$ cat src/rtl/mmcm_reconfig_sequencer.sv
// MMCM runtime reconfiguration: gate BUFGCEs, hold MMCM in reset, apply DRP read-modify-write
// table, release reset and wait for lock with timeout/retry.
module mmcm_reconfig_sequencer #(
    parameter int NUM_REGS     = 8,
    parameter int LOCK_TIMEOUT = 65535,
    parameter int DRP_TIMEOUT  = 63,
    parameter int MAX_RETRIES  = 3,
    localparam int IDX_W = (NUM_REGS > 1) ? $clog2(NUM_REGS) : 1
) (
    input  logic             clk,
    input  logic             rst,
    input  logic             start,
    output logic             busy,
    output logic             done,
    output logic             error,
    output logic [IDX_W-1:0] tbl_idx,
    input  logic [6:0]       tbl_addr,
    input  logic [15:0]      tbl_mask,
    input  logic [15:0]      tbl_data,
    output logic             drp_en,
    output logic             drp_we,
    output logic [6:0]       drp_addr,
    output logic [15:0]      drp_di,
    input  logic [15:0]      drp_do,
    input  logic             drp_rdy,
    output logic             mmcm_rst,
    input  logic             mmcm_locked,
    output logic             clk_enable
);
    localparam int LCK_W = (LOCK_TIMEOUT > 0) ? $clog2(LOCK_TIMEOUT + 1) : 1;
    localparam int DRP_W = (DRP_TIMEOUT > 0) ? $clog2(DRP_TIMEOUT + 1) : 1;
    localparam int RTY_W = (MAX_RETRIES > 0) ? $clog2(MAX_RETRIES + 1) : 1;

    typedef enum logic [3:0] {
        IDLE, GATE, RESET, READ, WAIT_RD, WRITE, WAIT_WR,
        RELEASE, WAIT_LOCK, RETRY, DONE, FAIL
    } state_t;

    state_t           state;
    logic             lock_meta, lock_sync;
    logic [DRP_W-1:0] drp_cnt;
    logic [LCK_W-1:0] lock_cnt;
    logic [RTY_W-1:0] retries;
    logic [1:0]       rst_cnt;
    logic [15:0]      rd_data;

    always_ff @(posedge clk) begin
        if (rst) begin
            state      <= IDLE;
            lock_meta  <= 1'b0;
            lock_sync  <= 1'b0;
            busy       <= 1'b0;
            done       <= 1'b0;
            error      <= 1'b0;
            tbl_idx    <= '0;
            drp_en     <= 1'b0;
            drp_we     <= 1'b0;
            drp_addr   <= '0;
            drp_di     <= '0;
            mmcm_rst   <= 1'b0;
            clk_enable <= 1'b0;
            drp_cnt    <= '0;
            lock_cnt   <= '0;
            retries    <= '0;
            rst_cnt    <= '0;
            rd_data    <= '0;
        end else begin
            lock_meta <= mmcm_locked;
            lock_sync <= lock_meta;
            drp_en    <= 1'b0;
            drp_we    <= 1'b0;
            done      <= 1'b0;
            case (state)
                IDLE: begin
                    // A failed reconfiguration keeps the downstream clocks gated.
                    clk_enable <= lock_sync & ~error;
                    if (start) begin
                        state      <= GATE;
                        busy       <= 1'b1;
                        error      <= 1'b0;
                        clk_enable <= 1'b0;
                        retries    <= '0;
                    end
                end
                GATE: begin
                    mmcm_rst <= 1'b1;
                    state    <= RESET;
                end
                RESET: begin
                    tbl_idx <= '0;
                    state   <= READ;
                end
                READ: begin
                    drp_en   <= 1'b1;
                    drp_addr <= tbl_addr;
                    drp_cnt  <= '0;
                    state    <= WAIT_RD;
                end
                WAIT_RD: begin
                    if (drp_rdy) begin
                        rd_data <= drp_do;
                        state   <= WRITE;
                    end else if (drp_cnt == DRP_W'(DRP_TIMEOUT)) begin
                        error      <= 1'b1;
                        busy       <= 1'b0;
                        mmcm_rst   <= 1'b0;
                        clk_enable <= 1'b0;
                        state      <= FAIL;
                    end else begin
                        drp_cnt <= drp_cnt + 1'b1;
                    end
                end
                WRITE: begin
                    drp_en   <= 1'b1;
                    drp_we   <= 1'b1;
                    drp_addr <= tbl_addr;
                    drp_di   <= (rd_data & tbl_mask) | tbl_data;
                    drp_cnt  <= '0;
                    state    <= WAIT_WR;
                end
                WAIT_WR: begin
                    if (drp_rdy) begin
                        if (tbl_idx == IDX_W'(NUM_REGS - 1)) begin
                            state <= RELEASE;
                        end else begin
                            tbl_idx <= tbl_idx + 1'b1;
                            state   <= READ;
                        end
                    end else if (drp_cnt == DRP_W'(DRP_TIMEOUT)) begin
                        error      <= 1'b1;
                        busy       <= 1'b0;
                        mmcm_rst   <= 1'b0;
                        clk_enable <= 1'b0;
                        state      <= FAIL;
                    end else begin
                        drp_cnt <= drp_cnt + 1'b1;
                    end
                end
                RELEASE: begin
                    mmcm_rst <= 1'b0;
                    lock_cnt <= '0;
                    state    <= WAIT_LOCK;
                end
                WAIT_LOCK: begin
                    // Counter stops at the timeout value, so it never wraps.
                    if (lock_sync) begin
                        done  <= 1'b1;
                        busy  <= 1'b0;
                        state <= DONE;
                    end else if (lock_cnt == LCK_W'(LOCK_TIMEOUT)) begin
                        if (retries < RTY_W'(MAX_RETRIES)) begin
                            retries  <= retries + 1'b1;
                            mmcm_rst <= 1'b1;
                            rst_cnt  <= '0;
                            state    <= RETRY;
                        end else begin
                            error      <= 1'b1;
                            busy       <= 1'b0;
                            mmcm_rst   <= 1'b0;
                            clk_enable <= 1'b0;
                            state      <= FAIL;
                        end
                    end else begin
                        lock_cnt <= lock_cnt + 1'b1;
                    end
                end
                RETRY: begin
                    // Four cycles of reset: minimum MMCM RST width up to 250 MHz.
                    if (rst_cnt == 2'd3) begin
                        mmcm_rst <= 1'b0;
                        state    <= RELEASE;
                    end else begin
                        rst_cnt <= rst_cnt + 1'b1;
                    end
                end
                DONE: begin
                    clk_enable <= 1'b1;
                    state      <= IDLE;
                end
                FAIL:    state <= IDLE;
                default: state <= IDLE;
            endcase
        end
    end
endmodule

$ cat config.mk
export PLATFORM = sky130hd
export DESIGN_NAME = mmcm_reconfig_sequencer
export DESIGN_NICKNAME = d
export VERILOG_FILES = /design/src/rtl/mmcm_reconfig_sequencer.sv
export SDC_FILE = /design/constraint.sdc
export NUM_CORES = 1
export LEC_CHECK = 0
export CAP_MARGIN = 10
export CORE_UTILIZATION = 30
export CTS_CLUSTER_DIAMETER = 150
export CTS_CLUSTER_SIZE = 16
export DETAILED_ROUTE_END_ITERATION = 7
export DONT_BUFFER_PORTS = 1
export PLACE_DENSITY = 0.42
export SYNTH_ARGS = -nofsm -noshare
export SYNTH_HDL_FRONTEND = slang
export SYNTH_SLANG_ARGS = --single-unit
$ cat constraint.sdc
create_clock -name clk -period 3.7 [get_ports clk]
set_input_delay 0.74 -clock clk [delete_from_list [all_inputs] [get_ports clk]]
set_output_delay 0.74 -clock clk [all_outputs]
set_load 0.01 [all_outputs]
==> results of run 1 <==
==> path summary, 6_finish.rpt <==
kind | startpoint | to | slack (ns) | cells after the start
min reg2reg | lock_meta$_SDFF_PP0_ | lock_sync$_SDFF_PP0_ | 0.45 | 1
max | state[3]$_SDFFE_PP0P_ | lock_cnt[6]$_SDFFE_PP0P_ | 1.09 | 5
max reg2reg | state[3]$_SDFFE_PP0P_ | lock_cnt[6]$_SDFFE_PP0P_ | 1.09 | 5
min | lock_meta$_SDFF_PP0_ | lock_sync$_SDFF_PP0_ | 0.45 | 1
==> placed cells by master, fill, tap and decap left out, drive strengths merged, types with 5 or more instances in the layout <==
cell / count
o21ai: 13
or4: 5
o211ai: 5
nor4: 5
nand4: 7
nand3: 14
nor3: 10
dfxtp: 81
ha: 6
nand2: 49
a21oi: 53
a211oi: 18
clkbuf: 12
nor2: 58
or3: 5
mux2i: 11
xor2: 9
inv: 8
==> layer usage <==
metal,GRT usage,vias up,share of wire
met5,0,-,0
met4,0.0676,0,0.015
met3,0.0397,12,0.052
met2,0.246,70,0.48
met1,0.181,1421,0.45
li1,-,1540,-
==> worst max-delay path: stages (launching register included) <==
cell and delay [ns]:
dfxtp_1 0.75, or4b_4 0.61, or2_0 0.35, or4_1 0.58, xor2_1 0.14, nor2_1 0.05
==> logic make-up (layout without fill, tap and decap cells) <==
group / after synthesis / in the layout / synth area share
flip-flops: 81 / 81 / 0.448
multiplexers: 11 / 11 / 0.0304
adder cells (fa/ha/maj): 6 / 6 / 0.0208
AND/OR/NAND/NOR: 181 / 181 / 0.241
buffers and inverters: 34 / 28 / 0.0398
XOR/XNOR: 12 / 12 / 0.0291
AO/OA/AOI/OAI: 112 / 112 / 0.190
==> area by class of cell <==
class / instances / area [um^2]
timing repair buffer: 4 / 30.0
clock inverter: 4 / 28.8
tap: 143 / 179
multi-input combinational: 322 / 1860
sequential: 81 / 1620
inverter: 8 / 30.0
clock buffer: 12 / 246
fill: 1241 / 7570
==> power breakdown <==
group / switching [mW] / leakage (nW) / total, mW / internal (mW)
clock: 0.361 / 0.129 / 0.835 / 0.473
combinational: 0.0387 / 0.595 / 0.0628 / 0.0241
sequential: 0.00857 / 0.654 / 0.889 / 0.880
==> flip-flops by register name, summed over array words and instances, names as in the netlist, 3 cells and up <==
register	count
drp_addr	7
tbl_idx	3
state	4
lock_cnt	16
drp_di	16
rd_data	16
drp_cnt	6
==> per-stage QoR <==
step / hold WS [ns] / utilization / worst slack, ns / total power, mW
after global placement: 0.419 / 0.322 / 1.17 / 0.972
after detailed placement: 0.426 / 0.322 / 1.11 / 0.972
after floorplan: 0.414 / - / 1.53 / 0.964
after global routing: 0.448 / 0.345 / 0.953 / 1.86
after CTS: 0.448 / 0.345 / 1.11 / 1.82
final: 0.450 / 0.345 / 1.09 / 1.79
==> results.cfg, run 1 <==
[worst_setup_path]
end_kind = flip-flop
required_ns = 3.90
worstPathArrival_ns = 2.81
setup.worst_path.start_class = flip-flop
crit_fanout = 22
setup.worst_path.class = flip-flop to flip-flop

[grt]
grt_pass1_vias = 2940
grt_use_total = 0.149
antenna_found_initial = 0
grt_max_degree = 61
grt_overflow = 0
grt_pass1_wl_mm = 14.6

[die]
initial_core_util = 0.313
fp.coreArea_um2 = 11600
io_pins = 93
num_rows = 39
die_y_um = 112
die_area_um2 = 12500
die_w_um = 112

[clocking]
clock-sinks = 81
root_buffer = clkbuf_16
cts_tree = built
insertion_delay_ns = 0.34
ctsHoldBuffers = 0
htree_levels = 3
clkTransAtPathRegs_ns = 0.06
cts_setup_buffers = 0
postCtsResizedCells = 0
cts_buffer_depth = 2
cts_buffers = 9

[sta]
fmax_mhz = 384
timing.setup.tns_ns = 0
grt_setup_unrepaired = no
slew_headroom = 0.387
final.min_clock_period_ns = 2.61
setup_violations = 0
slew_violations = 0
worst_clock_skew_ns = 0.00818
period_share = 0.705
tightest_slew_ns = 0.912
finalHoldViolations = 0

[synthesis]
synth_fp_nets = 503
synth_common_cells = dfxtp_1, nor2_1, a21oi_1
synthTopCellsByArea = dfxtp_1, a21oi_1, nor2_1
synth_most_common_cell = dfxtp_1
yosysSeqAreaShare = 0.448
syn_area_um2 = 3620
synth.avg_cell_area_um2 = 8.28
synth_edf_count = 0
synth_cells = 437
ys_seq_elements = 81
synth_top_area_cell = dfxtp_1
yosysUniqueCellTypes = 51
async_flop_share = 0
synth_top_area_frac = 0.448
yosysWarnings = 0
synth_ff_type = dfxtp_1

[placed_design]
dp.cells = 558
placed_cell_area_um2 = 3720
routabilityCongestion = 0.794
port-buffer-count = 0
dp_hpwl_mm = 6.18

[finish]
layoutNonFillerInstCount = 574
n_antenna_cell = 0
final_layout_size_suffix_gt1_frac = 0.0673
area_growth_pct = 10.4
fin_area_um2 = 4000
fin_nets = 492

[worst_hold_path]
hold_class = flip-flop to flip-flop

[route]
viasPerCell = 5.30
drt_first_pass_iters = 8
routed_wl_mm = 8.88
routedWlPerCell_um = 15.5
antenna_left = 0
drc = 7
vias = 3043
initialDrtViolationCount = 117

[status]
outcome = finished, violations left
violations = design-rule violations

[run]
maxCapViolCount = 0

[power_and_ir_drop]
leakage_nw = 1.38
ir_drop_uv = 150
powerDensity_nw_per_um2 = 447
Note: power is estimated with default switching activity, not from simulation.
==> run 2, diff against run 1 <==
- PLACE_DENSITY: 0.42 -> 0.43
- clock period: 3.7 -> 2.2 ns (I/O delays scaled with it)
==> results.cfg, run 2 (same netlist as run 1, synthesis figures left out) <==
[worst_setup_path]
required_ns = 2.43
worstPathArrival_ns = 2.24
crit_fanout = 5
setup.worst_path.class = flip-flop to flip-flop
setup.worst_path.start_class = flip-flop
end_kind = flip-flop

[grt]
grt_use_total = 0.158
grt_max_degree = 61
grt_pass1_vias = 3006
grt_overflow = 0
antenna_found_initial = 0
grt_pass1_wl_mm = 15.3

[route]
vias = 3146
routedWlPerCell_um = 15.9
drt_first_pass_iters = 8
viasPerCell = 5.33
antenna_left = 0
drc = 6
routed_wl_mm = 9.37
initialDrtViolationCount = 146

[power_and_ir_drop]
p_clk_frac = 0.504
powerDensity_nw_per_um2 = 778
intPower_mw = 2.55
power.switching_mw = 0.687
seq_power_share = 0.462
ir_drop_uv = 381
swShare = 0.212
p_comb_frac = 0.034
leakage_nw = 1.48

[die]
die_y_um = 112
num_rows = 39
die_area_um2 = 12500
io_pins = 93
die_w_um = 112
fp.coreArea_um2 = 11600
initial_core_util = 0.313

[sta]
fmax_mhz = 498
final.min_clock_period_ns = 2.01
slew_violations = 0
grt_setup_unrepaired = no
timing.setup.tns_ns = 0
tightest_slew_ns = 0.483
hold_ws_ns = 0.164
period_share = 0.912
finalHoldViolations = 0
setup_violations = 0
worst_clock_skew_ns = 0.00493
slew_headroom = 0.675

[finish]
final_layout_size_suffix_gt1_frac = 0.101
reg.largest.list = drp_di (16), lock_cnt (16), rd_data (16)
fin_nets = 508
n_antenna_cell = 0
area_growth_pct = 15.1
final_cell_mix = dfxtp_1, nor2_1, a21oi_1
final_common_cell = dfxtp_1

[status]
violations = design-rule violations
outcome = finished, violations left

[clocking]
cts_setup_buffers = 0
ctsHoldBuffers = 0
cts_buffers = 9
clkTransAtPathRegs_ns = 0.06
postCtsResizedCells = 0
insertion_delay_ns = 0.34
htree_levels = 3
cts_buffer_depth = 2
clock-sinks = 81
cts_tree = built
root_buffer = clkbuf_16

[worst_hold_path]
hold_class = input port to flip-flop

[placed_design]
port-buffer-count = 0
routabilityCongestion = 0.828
dp_hpwl_mm = 6.63

[run]
maxCapViolCount = 0
## run 2: changes by cell type in the layout (fill, tap and decap cells not counted)
cell | previous run | this run
clkinv_2 | 1 | 0
bufinv_16 | 0 | 2
clkinvlp_4 | 2 | 1
buf_4 | 4 | 20
## run 2: layer usage
metal / vias to the layer above / global-route usage / part of all wire
met4: 0 / 0.0811 / 0.020
met2: 75 / 0.263 / 0.48
met5: - / 0 / 0
li1: 1583 / - / -
met3: 12 / 0.0381 / 0.051
met1: 1476 / 0.189 / 0.45
## run 2: layout make-up
class / instances / area, um^2
fillers: 1242 / 7400
inverters: 8 / 30.0
multi-input cells: 322 / 1860
clock buffers: 12 / 246
flip-flops and latches: 81 / 1620
well taps: 143 / 179
repair buffers: 20 / 150
clock inverters: 4 / 76.3
## run 2: worst paths after layout
path	depth (start not counted)	to	startpoint	slack, ns
min reg2reg	1	lock_sync$_SDFF_PP0_	lock_meta$_SDFF_PP0_	0.45
max	5	lock_cnt[6]$_SDFFE_PP0P_	state[0]$_SDFFE_PP0P_	0.19
min	1	busy$_SDFFE_PP0P_	rst	0.16
max reg2reg	5	lock_cnt[6]$_SDFFE_PP0P_	state[0]$_SDFFE_PP0P_	0.19
## run 2: per-stage QoR
stage	cell area [um^2]	std cells	utilization	setup WS [ns]	total power, mW
3_3_place_gp	3840	574	0.332	0.209	1.64
5_1_grt	4160	590	0.360	0.108	3.37
3_5_place_dp	3840	574	0.332	0.207	1.64
6_report	4160	590	0.360	0.193	3.24
4_1_cts	4160	590	0.360	0.191	3.29
2_1_floorplan	3620	437	-	0.0289	1.62
## run 2: power by group through the flow
stage	clock [mW]	combinational [mW]	sequential (mW)
floorplan	0	0.0959	1.52
global placement	0	0.110	1.53
detailed placement	0	0.110	1.53
CTS	1.68	0.111	1.50
global route	1.75	0.124	1.50
finish	1.63	0.110	1.50
## run 2: worst max-delay path, stage by stage, from the launching register on
cell and delay [ns]:
dfxtp_1 0.32, or4b_4 0.53, or2_0 0.30, or4_1 0.56
xor2_1 0.14, nor2_1 0.05
==> run 3, diff against run 2 <==
--- a/config.mk
+++ b/config.mk
@@ -12,5 +12,5 @@
 export DETAILED_ROUTE_END_ITERATION = 7
 export DONT_BUFFER_PORTS = 1
-export PLACE_DENSITY = 0.43
+export PLACE_DENSITY = 0.42
 export SYNTH_ARGS = -nofsm -noshare
 export SYNTH_HDL_FRONTEND = slang
==> constraint.sdc (replaced) <==
create_clock -name clk -period 2.55 [get_ports clk]
set_input_delay 0.51 -clock clk [delete_from_list [all_inputs] [get_ports clk]]
set_output_delay 0.51 -clock clk [all_outputs]
set_load 0.1 [all_outputs]
==> results.cfg, run 3 (same netlist as run 1, synthesis figures left out) <==
[status]
outcome = finished, violations left
violations = design-rule violations

[clocking]
clkTransAtPathRegs_ns = 0.06
htree_levels = 3
insertion_delay_ns = 0.34
ctsHoldBuffers = 0
root_buffer = clkbuf_16
cts_buffer_depth = 2
cts_buffers = 9
postCtsResizedCells = 0
cts_setup_buffers = 0
clock-sinks = 81
cts_tree = built

[finish]
final_layout_size_suffix_gt1_frac = 0.146
area_growth_pct = 20.1
reg.largest.list = drp_di (16), lock_cnt (16), rd_data (16)
fill_cells = 1230
fin_nets = 532
n_antenna_cell = 0
fin_util = 0.376
final_common_cell = dfxtp_1
final_cell_mix = dfxtp_1, nor2_1, a21oi_1

[placed_design]
port-buffer-count = 0
pre_cts_slack_ns = 0.410
dp_hpwl_mm = 6.40
routabilityCongestion = 0.820

[grt]
antenna_found_initial = 0
grt_pass1_wl_mm = 15.2
grt_use_total = 0.154
grt_pass1_vias = 3059
grt_max_degree = 61
grt_overflow = 0

[worst_setup_path]
cpLargestDelayFamily = simple AND/OR/NAND/NOR gates
crit_slowest_cell = or4b_4
path_cells = or4b_4, or2_0, or4_1, xor2_1, nor2_1
worstPathArrival_ns = 2.35
setup.worst_path.start_class = flip-flop
cp_slowest_stage_delay_ns = 0.59
end_kind = flip-flop
setup.worst_path.class = flip-flop to flip-flop
crit_fanout = 8
reg2reg_depth = 5
cp_num_buf_inv = 0
crit_cells = 5
required_ns = 2.76

[die]
fp.coreArea_um2 = 11600
die_w_um = 112
initial_core_util = 0.313
num_rows = 39
die_y_um = 112
io_pins = 93
die_area_um2 = 12500

[sta]
hold_ws_ns = 0.238
grt_setup_unrepaired = no
setup_violations = 0
fmax_mhz = 467
finalHoldViolations = 0
tightest_slew_ns = 0.528
slew_headroom = 0.647
timing.setup.tns_ns = 0
slew_violations = 0
period_share = 0.840
worst_clock_skew_ns = 0.00769
final.min_clock_period_ns = 2.14
worst_slack_ns = 0.407

[route]
initialDrtViolationCount = 101
antenna_left = 0
routed_wl_mm = 9.16
drc = 8
drt_first_pass_iters = 7
routedWlPerCell_um = 14.9
viasPerCell = 5.18
vias = 3179

[power_and_ir_drop]
leakage_nw = 1.62
powerDensity_nw_per_um2 = 654
ir_drop_uv = 280

[worst_hold_path]
min_path_cells = 1
hold_class = input port to flip-flop

[run]
maxCapViolCount = 0
## run 3: final cells by class
class / count / area, um^2 / share of cell area
repair buffers: 44 / 330 / 0.0761
well taps: 143 / 179 / 0.0412
inverters: 8 / 30.0 / 0.00691
clock buffers: 12 / 246 / 0.0568
multi-input cells: 322 / 1860 / 0.428
flip-flops and latches: 81 / 1620 / 0.373
clock inverters: 4 / 76.3 / 0.0176
## run 3: where the power goes
part | internal, mW | switching (mW) | leakage, nW
sequential | 1.28 | 0.00669 | 0.654
clock | 0.886 | 0.507 | 0.153
combinational | 0.0448 | 0.116 | 0.810
## run 3: worst paths after layout
path / start / to / slack [ns]
hold / removal: rst / rst_cnt[0]$_SDFFE_PP0P_ / 0.24
setup reg to reg: state[0]$_SDFFE_PP0P_ / lock_cnt[6]$_SDFFE_PP0P_ / 0.41
setup / recovery: state[0]$_SDFFE_PP0P_ / lock_cnt[6]$_SDFFE_PP0P_ / 0.41
hold reg to reg: lock_meta$_SDFF_PP0_ / lock_sync$_SDFF_PP0_ / 0.44
## run 3: metrics by stage
step | instance area [um^2] | total power, mW | instances
floorplan | 3620 | 1.45 | 437
global placement | 4020 | 1.47 | 598
detailed placement | 4020 | 1.47 | 598
CTS | 4340 | 2.89 | 614
global route | 4340 | 2.95 | 614
finish | 4340 | 2.84 | 614
## run 3: per-layer routing
layer  up-vias  track usage  wire, um
li1       1619            -         -
met1      1479        0.189      4120
met2        69        0.253      4400
met3        12       0.0343       457
met4         0       0.0748       176
met5         -            0         0
